==> src/rtl/iterative_muldiv_pkg.sv <==
// muldiv_pkg: shared types and opcode helpers for the iterative RV32M
// multiply/divide unit.
//   muldiv_op_e    - funct3 encodings of the eight M-extension operations
//   muldiv_state_e - control FSM states
//   is_div / rs1_signed / rs2_signed - opcode classification helpers
package muldiv_pkg;

  typedef enum logic [2:0] {
    OP_MUL    = 3'b000,
    OP_MULH   = 3'b001,
    OP_MULHSU = 3'b010,
    OP_MULHU  = 3'b011,
    OP_DIV    = 3'b100,
    OP_DIVU   = 3'b101,
    OP_REM    = 3'b110,
    OP_REMU   = 3'b111
  } muldiv_op_e;

  typedef enum logic [1:0] {
    S_IDLE = 2'd0,
    S_CALC = 2'd1,
    S_FIX  = 2'd2,
    S_DONE = 2'd3
  } muldiv_state_e;

  function automatic logic is_div(muldiv_op_e op);
    return (op inside {OP_DIV, OP_DIVU, OP_REM, OP_REMU});
  endfunction

  // MUL only needs the low half, which is sign-agnostic, so it runs unsigned.
  function automatic logic rs1_signed(muldiv_op_e op);
    return (op inside {OP_MULH, OP_MULHSU, OP_DIV, OP_REM});
  endfunction

  function automatic logic rs2_signed(muldiv_op_e op);
    return (op inside {OP_MULH, OP_DIV, OP_REM});
  endfunction

endpackage

==> src/rtl/iterative_muldiv_if.sv <==
// iterative_muldiv_if: request/response bundle of the multiply/divide unit.
//   start, flush, mul_opcode, operand1, operand2 : requester -> unit
//   busy, done, result                           : unit -> requester
// master = execute-stage side, slave = the unit.
interface iterative_muldiv_if #(parameter int XLEN = 32);
  logic            start;
  logic            flush;
  logic [2:0]      mul_opcode;
  logic [XLEN-1:0] operand1;
  logic [XLEN-1:0] operand2;
  logic            busy;
  logic            done;
  logic [XLEN-1:0] result;

  modport master (output start, flush, mul_opcode, operand1, operand2,
                  input  busy, done, result);
  modport slave  (input  start, flush, mul_opcode, operand1, operand2,
                  output busy, done, result);
endinterface

==> src/rtl/iterative_muldiv.sv <==
// iterative_muldiv: bit-serial RV32M multiply/divide unit.
//   clk  - rising-edge clock
//   rst  - synchronous active-high reset
//   bus  - iterative_muldiv_if.slave (start/flush/opcode/operands in,
//          busy/done/result out)
// One product/quotient bit per CALC cycle; FIX applies signs and selects
// the half/quotient/remainder; DONE pulses done for one cycle.
// Build option: define MULDIV_DIV_EN to compile the divider. Without it,
// divide opcodes finish one cycle after accept with result 0.
module iterative_muldiv
  import muldiv_pkg::*;
#(
  parameter int XLEN = 32
) (
  input logic               clk,
  input logic               rst,
  iterative_muldiv_if.slave bus
);

  localparam int CW = $clog2(XLEN) + 1;

  muldiv_state_e     state_q, state_d;
  logic [CW-1:0]     cnt_q, cnt_d;
  logic [2*XLEN-1:0] acc_q, acc_d;     // {hi, lo}: product, or {rem, quotient}
  logic [XLEN-1:0]   b_q, b_d;         // multiplicand or divisor magnitude
  logic [XLEN-1:0]   result_q, result_d;
  muldiv_op_e        op_q, op_d, op_in;
  logic              neg_q, neg_d;     // negate product / quotient in FIX

  logic              accept, special, a_neg, b_neg;
  logic [XLEN-1:0]   a_mag, b_mag, special_res;
  logic [XLEN:0]     msum;
  logic [2*XLEN-1:0] prod;

`ifdef MULDIV_DIV_EN
  logic              s1_q, s1_d;       // dividend sign, carried to the remainder
  logic [XLEN:0]     dshift, ddiff;
  logic [XLEN-1:0]   quo, rem;
`endif

  assign op_in  = muldiv_op_e'(bus.mul_opcode);
  assign accept = (state_q == S_IDLE) && bus.start && !bus.flush;
  assign a_neg  = rs1_signed(op_in) && bus.operand1[XLEN-1];
  assign b_neg  = rs2_signed(op_in) && bus.operand2[XLEN-1];
  assign a_mag  = a_neg ? -bus.operand1 : bus.operand1;
  assign b_mag  = b_neg ? -bus.operand2 : bus.operand2;

  // Divide special cases bypass CALC entirely.
  always_comb begin
    special     = 1'b0;
    special_res = '0;
`ifdef MULDIV_DIV_EN
    if (is_div(op_in)) begin
      if (bus.operand2 == '0) begin
        special     = 1'b1;
        special_res = bus.mul_opcode[1] ? bus.operand1 : '1;
      end else if (rs1_signed(op_in) && bus.operand2 == '1 &&
                   bus.operand1 == {1'b1, {(XLEN-1){1'b0}}}) begin
        special     = 1'b1;
        special_res = bus.mul_opcode[1] ? '0 : bus.operand1;
      end
    end
`else
    special = is_div(op_in);
`endif
  end

  // FSM: state register
  always_ff @(posedge clk) begin
    if (rst) state_q <= S_IDLE;
    else     state_q <= state_d;
  end

  // FSM: next state
  always_comb begin
    state_d = state_q;
    if (bus.flush) begin
      state_d = S_IDLE;
    end else begin
      case (state_q)
        S_IDLE:  if (bus.start) state_d = special ? S_DONE : S_CALC;
        S_CALC:  if (cnt_q == CW'(XLEN-1)) state_d = S_FIX;
        S_FIX:   state_d = S_DONE;
        default: state_d = S_IDLE;
      endcase
    end
  end

  // FSM: outputs. busy also rises combinationally with start so the hazard
  // unit sees no bubble between request and stall.
  always_comb begin
    bus.busy = (state_q != S_IDLE) || (bus.start && !bus.flush);
    bus.done = (state_q == S_DONE);
  end
  assign bus.result = result_q;

  // Datapath
  always_comb begin
    cnt_d    = cnt_q;
    acc_d    = acc_q;
    b_d      = b_q;
    op_d     = op_q;
    neg_d    = neg_q;
    result_d = result_q;
    msum     = {1'b0, acc_q[2*XLEN-1:XLEN]} +
               {1'b0, (acc_q[0] ? b_q : {XLEN{1'b0}})};
    prod     = neg_q ? -acc_q : acc_q;
`ifdef MULDIV_DIV_EN
    s1_d     = s1_q;
    // The bit shifted out of the remainder must take part in the compare.
    dshift   = acc_q[2*XLEN-1:XLEN-1];
    ddiff    = dshift - {1'b0, b_q};
    quo      = neg_q ? -acc_q[XLEN-1:0] : acc_q[XLEN-1:0];
    rem      = s1_q ? -acc_q[2*XLEN-1:XLEN] : acc_q[2*XLEN-1:XLEN];
`endif
    if (accept) begin
      op_d  = op_in;
      neg_d = a_neg ^ b_neg;
      cnt_d = '0;
      // Multiply: multiplier in lo, multiplicand in b. Divide: dividend in lo.
      acc_d = {{XLEN{1'b0}}, (is_div(op_in) ? a_mag : b_mag)};
      b_d   = is_div(op_in) ? b_mag : a_mag;
`ifdef MULDIV_DIV_EN
      s1_d  = a_neg;
`endif
      if (special) result_d = special_res;
    end else begin
      case (state_q)
        S_CALC: begin
          cnt_d = cnt_q + CW'(1);
`ifdef MULDIV_DIV_EN
          if (is_div(op_q)) begin
            if (!ddiff[XLEN]) acc_d = {ddiff[XLEN-1:0], acc_q[XLEN-2:0], 1'b1};
            else              acc_d = {dshift[XLEN-1:0], acc_q[XLEN-2:0], 1'b0};
          end else
`endif
          acc_d = {msum, acc_q[XLEN-1:1]};
        end
        S_FIX: begin
          if (!bus.flush) begin
`ifdef MULDIV_DIV_EN
            if (is_div(op_q)) result_d = op_q[1] ? rem : quo;
            else
`endif
            result_d = (op_q == OP_MUL) ? prod[XLEN-1:0] : prod[2*XLEN-1:XLEN];
          end
        end
        default: ;
      endcase
    end
  end

  always_ff @(posedge clk) begin
    if (rst) begin
      cnt_q    <= '0;
      acc_q    <= '0;
      b_q      <= '0;
      op_q     <= OP_MUL;
      neg_q    <= 1'b0;
      result_q <= '0;
`ifdef MULDIV_DIV_EN
      s1_q     <= 1'b0;
`endif
    end else begin
      cnt_q    <= cnt_d;
      acc_q    <= acc_d;
      b_q      <= b_d;
      op_q     <= op_d;
      neg_q    <= neg_d;
      result_q <= result_d;
`ifdef MULDIV_DIV_EN
      s1_q     <= s1_d;
`endif
    end
  end

endmodule
==> src/flat_wrapper.sv <==
// flat-port wrapper written by rule: the top's interface ports become plain ports
module iterative_muldiv_flat import muldiv_pkg::*;
#(
  parameter int XLEN = 32
)
  (clk, rst, bus_start, bus_flush, bus_mul_opcode, bus_operand1, bus_operand2, bus_busy, bus_done, bus_result);
  iterative_muldiv_if #(.XLEN(XLEN)) bus_i ();
  input logic clk;
  input logic rst;
  input wire logic [$bits(bus_i.start)-1:0] bus_start;
  input wire logic [$bits(bus_i.flush)-1:0] bus_flush;
  input wire logic [$bits(bus_i.mul_opcode)-1:0] bus_mul_opcode;
  input wire logic [$bits(bus_i.operand1)-1:0] bus_operand1;
  input wire logic [$bits(bus_i.operand2)-1:0] bus_operand2;
  output wire logic [$bits(bus_i.busy)-1:0] bus_busy;
  output wire logic [$bits(bus_i.done)-1:0] bus_done;
  output wire logic [$bits(bus_i.result)-1:0] bus_result;
  assign bus_i.start = bus_start;
  assign bus_i.flush = bus_flush;
  assign bus_i.mul_opcode = bus_mul_opcode;
  assign bus_i.operand1 = bus_operand1;
  assign bus_i.operand2 = bus_operand2;
  assign bus_busy = bus_i.busy;
  assign bus_done = bus_i.done;
  assign bus_result = bus_i.result;
  iterative_muldiv #(.XLEN(XLEN)) u_core (.clk(clk), .rst(rst), .bus(bus_i));
endmodule
==> config.mk <==
export PLATFORM = sky130hd
export DESIGN_NAME = iterative_muldiv_flat
export DESIGN_NICKNAME = d
export VERILOG_FILES = /design/src/rtl/iterative_muldiv_pkg.sv /design/src/rtl/iterative_muldiv_if.sv /design/src/rtl/iterative_muldiv.sv /design/src/flat_wrapper.sv
export SDC_FILE = /design/constraint.sdc
export NUM_CORES = 1
export LEC_CHECK = 0
export BUFFER_PORTS_ARGS = -buffer_cell sky130_fd_sc_hd__buf_4
export CORE_MARGIN = 2
export CORE_UTILIZATION = 55
export DETAILED_ROUTE_END_ITERATION = 12
export GPL_TIMING_DRIVEN = 0
export PLACE_DENSITY = 0.8
export SYNTH_ARGS = -nofsm -noshare
export SYNTH_HDL_FRONTEND = slang
export SYNTH_SLANG_ARGS = --single-unit
==> constraint.sdc <==
create_clock -name clk -period 7.8 [get_ports clk]
set_clock_uncertainty 0.1 [all_clocks]
set_input_delay 1.56 -clock clk [delete_from_list [all_inputs] [get_ports clk]]
set_output_delay 1.56 -clock clk [all_outputs]
set_load 0.01 [all_outputs]
**Word-level counts from Yosys, hierarchy flattened**

Index checks and enable logic that the tools add are counted.

- Bits in registers: 140
- Logic and storage cells: 64

- Add/subtract/negate cells: 5
- Equal/unequal tests: 14
- Mux-type cells: 17
- Bitwise operators: 1
- Reduce and logical (&&, ||, !) cells: 19

Operator list:

| operator | number |
|---|---|
| 32-bit 2-to-1 mux | 12 |
| 64-bit 2-to-1 mux | 1 |
| 32-bit negation | 2 |
| 64-bit negation | 1 |
| 32-bit by 32-bit adder with 33-bit output | 1 |
| 3-bit == test, second input constant | 4 |
| 4-bit nonzero test | 2 |
| 6-bit by 1-bit adder with 6-bit output, second input constant | 1 |
| 6-bit by 5-bit == test with 1-bit output, second input constant | 1 |
| 2-bit 2-to-1 mux | 3 |
| 2-bit one-hot mux with 3 select lines | 1 |
| 2-bit nonzero test | 3 |
| 1-bit logical AND | 5 |
| 2-bit == test, second input constant | 2 |
| 2-bit by 1-bit inequality test with 1-bit output, second input constant | 2 |
| 2-bit inequality test, second input constant | 2 |
| 2-bit OR reduction | 2 |
| 3-bit by 1-bit == test with 1-bit output, second input constant | 1 |
| 3-bit by 2-bit == test with 1-bit output, second input constant | 1 |
| 3-bit zero test | 1 |
| 3-bit AND reduction | 1 |
| 3-bit nonzero test | 1 |
| 2-bit by 1-bit == test with 1-bit output, second input constant | 1 |
| 2-bit zero test | 1 |
| 4 further kinds | 4 |

**Depth between registers and ports, before layout**

- Depth in word-level cells: 6
- Gate-level depth with buffers: 14

**Worst setup path before layout**

No wires, ideal clock.

- Path kind: input to register
- Start: input port bus_operand1[12]
- End: register u_core.b_q[27]
- Data arrival time: 3.922 ns
- Slack: 3.651 ns
- Cell stages on the path: 9
- Buffers on the path: 0
- Path through: or4_1 -> or4_1 -> nor2_1 -> nand2_1 -> or4_1 -> o21ai_0 -> xnor2_1 -> a222oi_1 -> nor2_1

- Word-level cells in the longest chain between the ends: 3

Ends and longest elaborated chain:

| what | RTL line | source |
|---|---|---|
| from (decl) | flat_wrapper.sv:13 | `input wire logic [$bits(bus_i.operand1)-1:0] bus_operand1;` |
| 32-bit negation | iterative_muldiv.sv:45 | `assign a_mag = a_neg ? -bus.operand1 : bus.operand1;` |
| 32-bit 2-to-1 mux | iterative_muldiv.sv:45 |  |
| 32-bit 2-to-1 mux | iterative_muldiv.sv:122 | `b_d = is_div(op_in) ? b_mag : a_mag;` |
| to (signal assigned) | iterative_muldiv.sv:157 | `b_q <= '0;` |
| to (signal assigned) | iterative_muldiv.sv:167 | `b_q <= b_d;` |
| to (decl) | iterative_muldiv.sv:25 | `logic [XLEN-1:0] b_q, b_d;` |

Every way passes these cells.
A chain may end at the register's enable or synchronous reset.

**Worst setup path in the final report**

- Start: register u_core.acc_q[0]
- End: register u_core.acc_q[62]

- Word-level cells in the longest chain between the ends: 2

Ends and longest elaborated chain:

| what | RTL line | source |
|---|---|---|
| from (decl) | iterative_muldiv.sv:24 | `logic [2*XLEN-1:0] acc_q, acc_d;` |
| from (signal assigned) | iterative_muldiv.sv:156 | `acc_q <= '0;` |
| from (signal assigned) | iterative_muldiv.sv:166 | `acc_q <= acc_d;` |
| 32-bit 2-to-1 mux | iterative_muldiv.sv:106 | `{1'b0, (acc_q[0] ? b_q : {XLEN{1'b0}})};` |
| 32-bit by 32-bit adder with 33-bit output | iterative_muldiv.sv:105 | `msum = {1'b0, acc_q[2*XLEN-1:XLEN]} +` |

Every way passes these cells.

==> results.sh <==
export IMPL_syn_area_um2=10700
export IMPL_cts_sinks=140
export IMPL_holdBufCountCts=0
export IMPL_fin_crit_sh_pct=58.0
export IMPL_yosysTopAreaCell="dfxtp_1"
export IMPL_place_ws_ns=3.11
export IMPL_tightestPinTransition_ns=1.16
export IMPL_grt_ovfl_total=0
export IMPL_cts_setup_buffers=0
export IMPL_clk_pin_slew_ns=0.06
export IMPL_maxSlewViolCount=0
export IMPL_cts_root_buffer="clkbuf_16"
export IMPL_drtPass1Iterations=6
export IMPL_grt_pass1_vias=10400
export IMPL_grt_pass1_wl_um=56400
export IMPL_gr_usage_all_layers_pct=35.5
export IMPL_p_leak_nw=4.84
export IMPL_ctsResizeCount=0
export IMPL_placedCellCount=1780
export IMPL_rows=50
export IMPL_synth_edff_count=0
export IMPL_dpl_hpwl_um=28700
export IMPL_vias_per_cell=6.25
export IMPL_antenna_found_initial=0
export IMPL_yosys_register_bits=140
export IMPL_cts_buffers=17
export IMPL_setup_violations=0
export IMPL_finalSetupTns_ns=0
export IMPL_synth_area_per_cell_um2=7.54
export IMPL_slew_headroom_pct=21.8
export IMPL_fp_dieW_um=143
export IMPL_synth_lib_cells_used_distinct=66
export IMPL_drv_cap=0
export IMPL_fill_cells=1725
export IMPL_post_route_drc_count=0
export IMPL_yosysWarningCount=0
export IMPL_place_congestion=0.989
export IMPL_antennaDiodeCount=0
export IMPL_avgRoutedWirePerCell_um=20.0
export IMPL_end_kind="flip-flop"
export IMPL_portBuffers=103
export IMPL_hp_class="flip-flop to flip-flop"
export IMPL_rsz0062_at_grt="false"
export IMPL_drive_gt1_share_pct=9.79
export IMPL_syn2layout_area_growth_pct=15.8
export IMPL_h_tree_depth=4
export IMPL_insertion_delay_ns=0.44
export IMPL_synth_nets=1530
export IMPL_cp_data_required_time_ns=8.07
export IMPL_powerDensity_nw_per_um2=171
export IMPL_arrival_ns=4.80
export IMPL_whs_ns=0.337
export IMPL_io_pin_count=105
export IMPL_cts_tree="done"
export IMPL_syn_inst=1417
export IMPL_start_util_pct=56.5
export IMPL_final_cell_mix="nor2_1, dfxtp_1, nand2_1"
export IMPL_finalHoldViolCount=0
export IMPL_drt_initial_drc_count=1183
export IMPL_fin_crit_ns=4.53
export IMPL_final_common_cell="nor2_1"
export IMPL_cp_start_kind="flip-flop"
export IMPL_coreArea_um2=18900
export IMPL_critPathMaxFanout=10
export IMPL_grt_max_degree=17
export IMPL_outcome="finished clean"
export IMPL_path_class="flip-flop to flip-flop"
export IMPL_async_flop_share_pct=0
export IMPL_die_area_um2=20500
export IMPL_num_vias=11300
export IMPL_fp_dieH_um=143
export IMPL_ant_nets=0
export IMPL_clockBufferDepth=2
export IMPL_postLayoutSetupSlackWorst_ns=3.27
export IMPL_peakVddDrop_v=0.000176
export IMPL_synth_top_cell_area_share_pct=26.2
export IMPL_final_cells=1812
export IMPL_ys_seq_area_share_pct=26.2
export IMPL_post_route_util_pct=65.5
export IMPL_layout_nets=1652
export IMPL_synth_area_leaders="dfxtp_1, xor2_1, nor2_1, mux2i_1, xnor2_1"
export IMPL_ys_flop_type="dfxtp_1"
export IMPL_fmax_ghz=0.221
export IMPL_wl_um=36300
-- metal layers --
| layer | global-route usage, % | wire length, um |
|---|---|---|
| met5 | 0 | 0 |
| met4 | 15.7 | 1540 |
| met3 | 5.66 | 3220 |
| met2 | 57.2 | 16200 |
| met1 | 47.2 | 15200 |
-- worst max-delay path, stage by stage, from the launching register on --
cell and delay [ns]:
dfxtp_1 0.31, clkbuf_1 0.38, clkbuf_1 0.29, and2_1 0.26, ha_1 0.26, clkbuf_1 0.19
a21o_1 0.22, a221oi_1 0.44, o21ai_0 0.16, a41o_1 0.28, a41o_1 0.31, a311oi_1 0.60
nor4_1 0.18, or3_1 0.40, nand3_1 0.07
-- Yosys cell counts, types with 10 or more instances --
cell type  count
nand3b_1      10
nor3_1        43
dfxtp_1      140
inv_1         27
a211oi_1      36
or3_1         28
nand2b_1      14
and2_1        41
a21o_1        18
nand2_1      131
clkbuf_1      84
a22oi_1       20
mux2i_1       55
nand3_1       34
or4_1         11
nand4_1       11
xor2_1        69
nor4_1        16
nor2_1       155
o31ai_1       35
ha_1          41
a21oi_1      101
xnor2_1       60
o21ai_0      100
-- report_power, final --
group | internal, mW | switching (mW)
registers | 0.749 | 0.0439
logic | 0.179 | 0.313
clock network | 0.477 | 0.350
total | 1.41 | 0.706
-- state kept, by name (all words and copies together) (netlist names) --
register and flops:
u_core.acc_q 64, u_core.b_q 32, u_core.bus.result 32, u_core.cnt_q 6, u_core.neg_q 1, u_core.op_q 3, u_core.state_q 2
-- logic make-up (layout without fill, tap and decap cells) --
| logic type | count (synthesis) | in the layout | share of synthesized area [%] |
|---|---|---|---|
| and+or+nand+nor | 520 | 520 | 23.6 |
| AOI/OAI and AO/OA | 406 | 406 | 24.7 |
| DFF | 140 | 140 | 26.2 |
| xor gates and xnor gates | 129 | 129 | 10.6 |
| buffers and inverters | 121 | 256 | 4.34 |
| muxes | 59 | 59 | 5.58 |
| adders and majority gates | 42 | 42 | 4.99 |
-- through the flow --
step | power [mW] | cell area [um^2]
after floorplan | 1.11 | 10700
after global placement | 1.27 | 11800
after detailed placement | 1.28 | 11800
after CTS | 2.09 | 12400
after global routing | 2.18 | 12400
final | 2.11 | 12400
-- worst paths after layout --
kind                           end  slack (ns)  cells after the start             startpoint
max reg2reg       u_core.acc_q[62]        3.27                     14        u_core.acc_q[0]
min reg2reg  u_core.bus.result[23]        0.34                      2  u_core.bus.result[23]
max               u_core.acc_q[62]        3.27                     14        u_core.acc_q[0]
min          u_core.bus.result[23]        0.34                      2  u_core.bus.result[23]
-- final cells by class --
class	instances	area [um^2]	area share (%)
Clock buffer	18	429	3.47
Timing Repair Buffer	103	773	6.25
Inverter	27	101	0.819
Tap cell	260	325	2.63
Clock inverter	14	163	1.32
Multi-Input combinational cell	1156	7410	59.9
Buffer	94	362	2.92
Sequential cell	140	2800	22.7
Note: power is estimated with default switching activity, not from simulation.
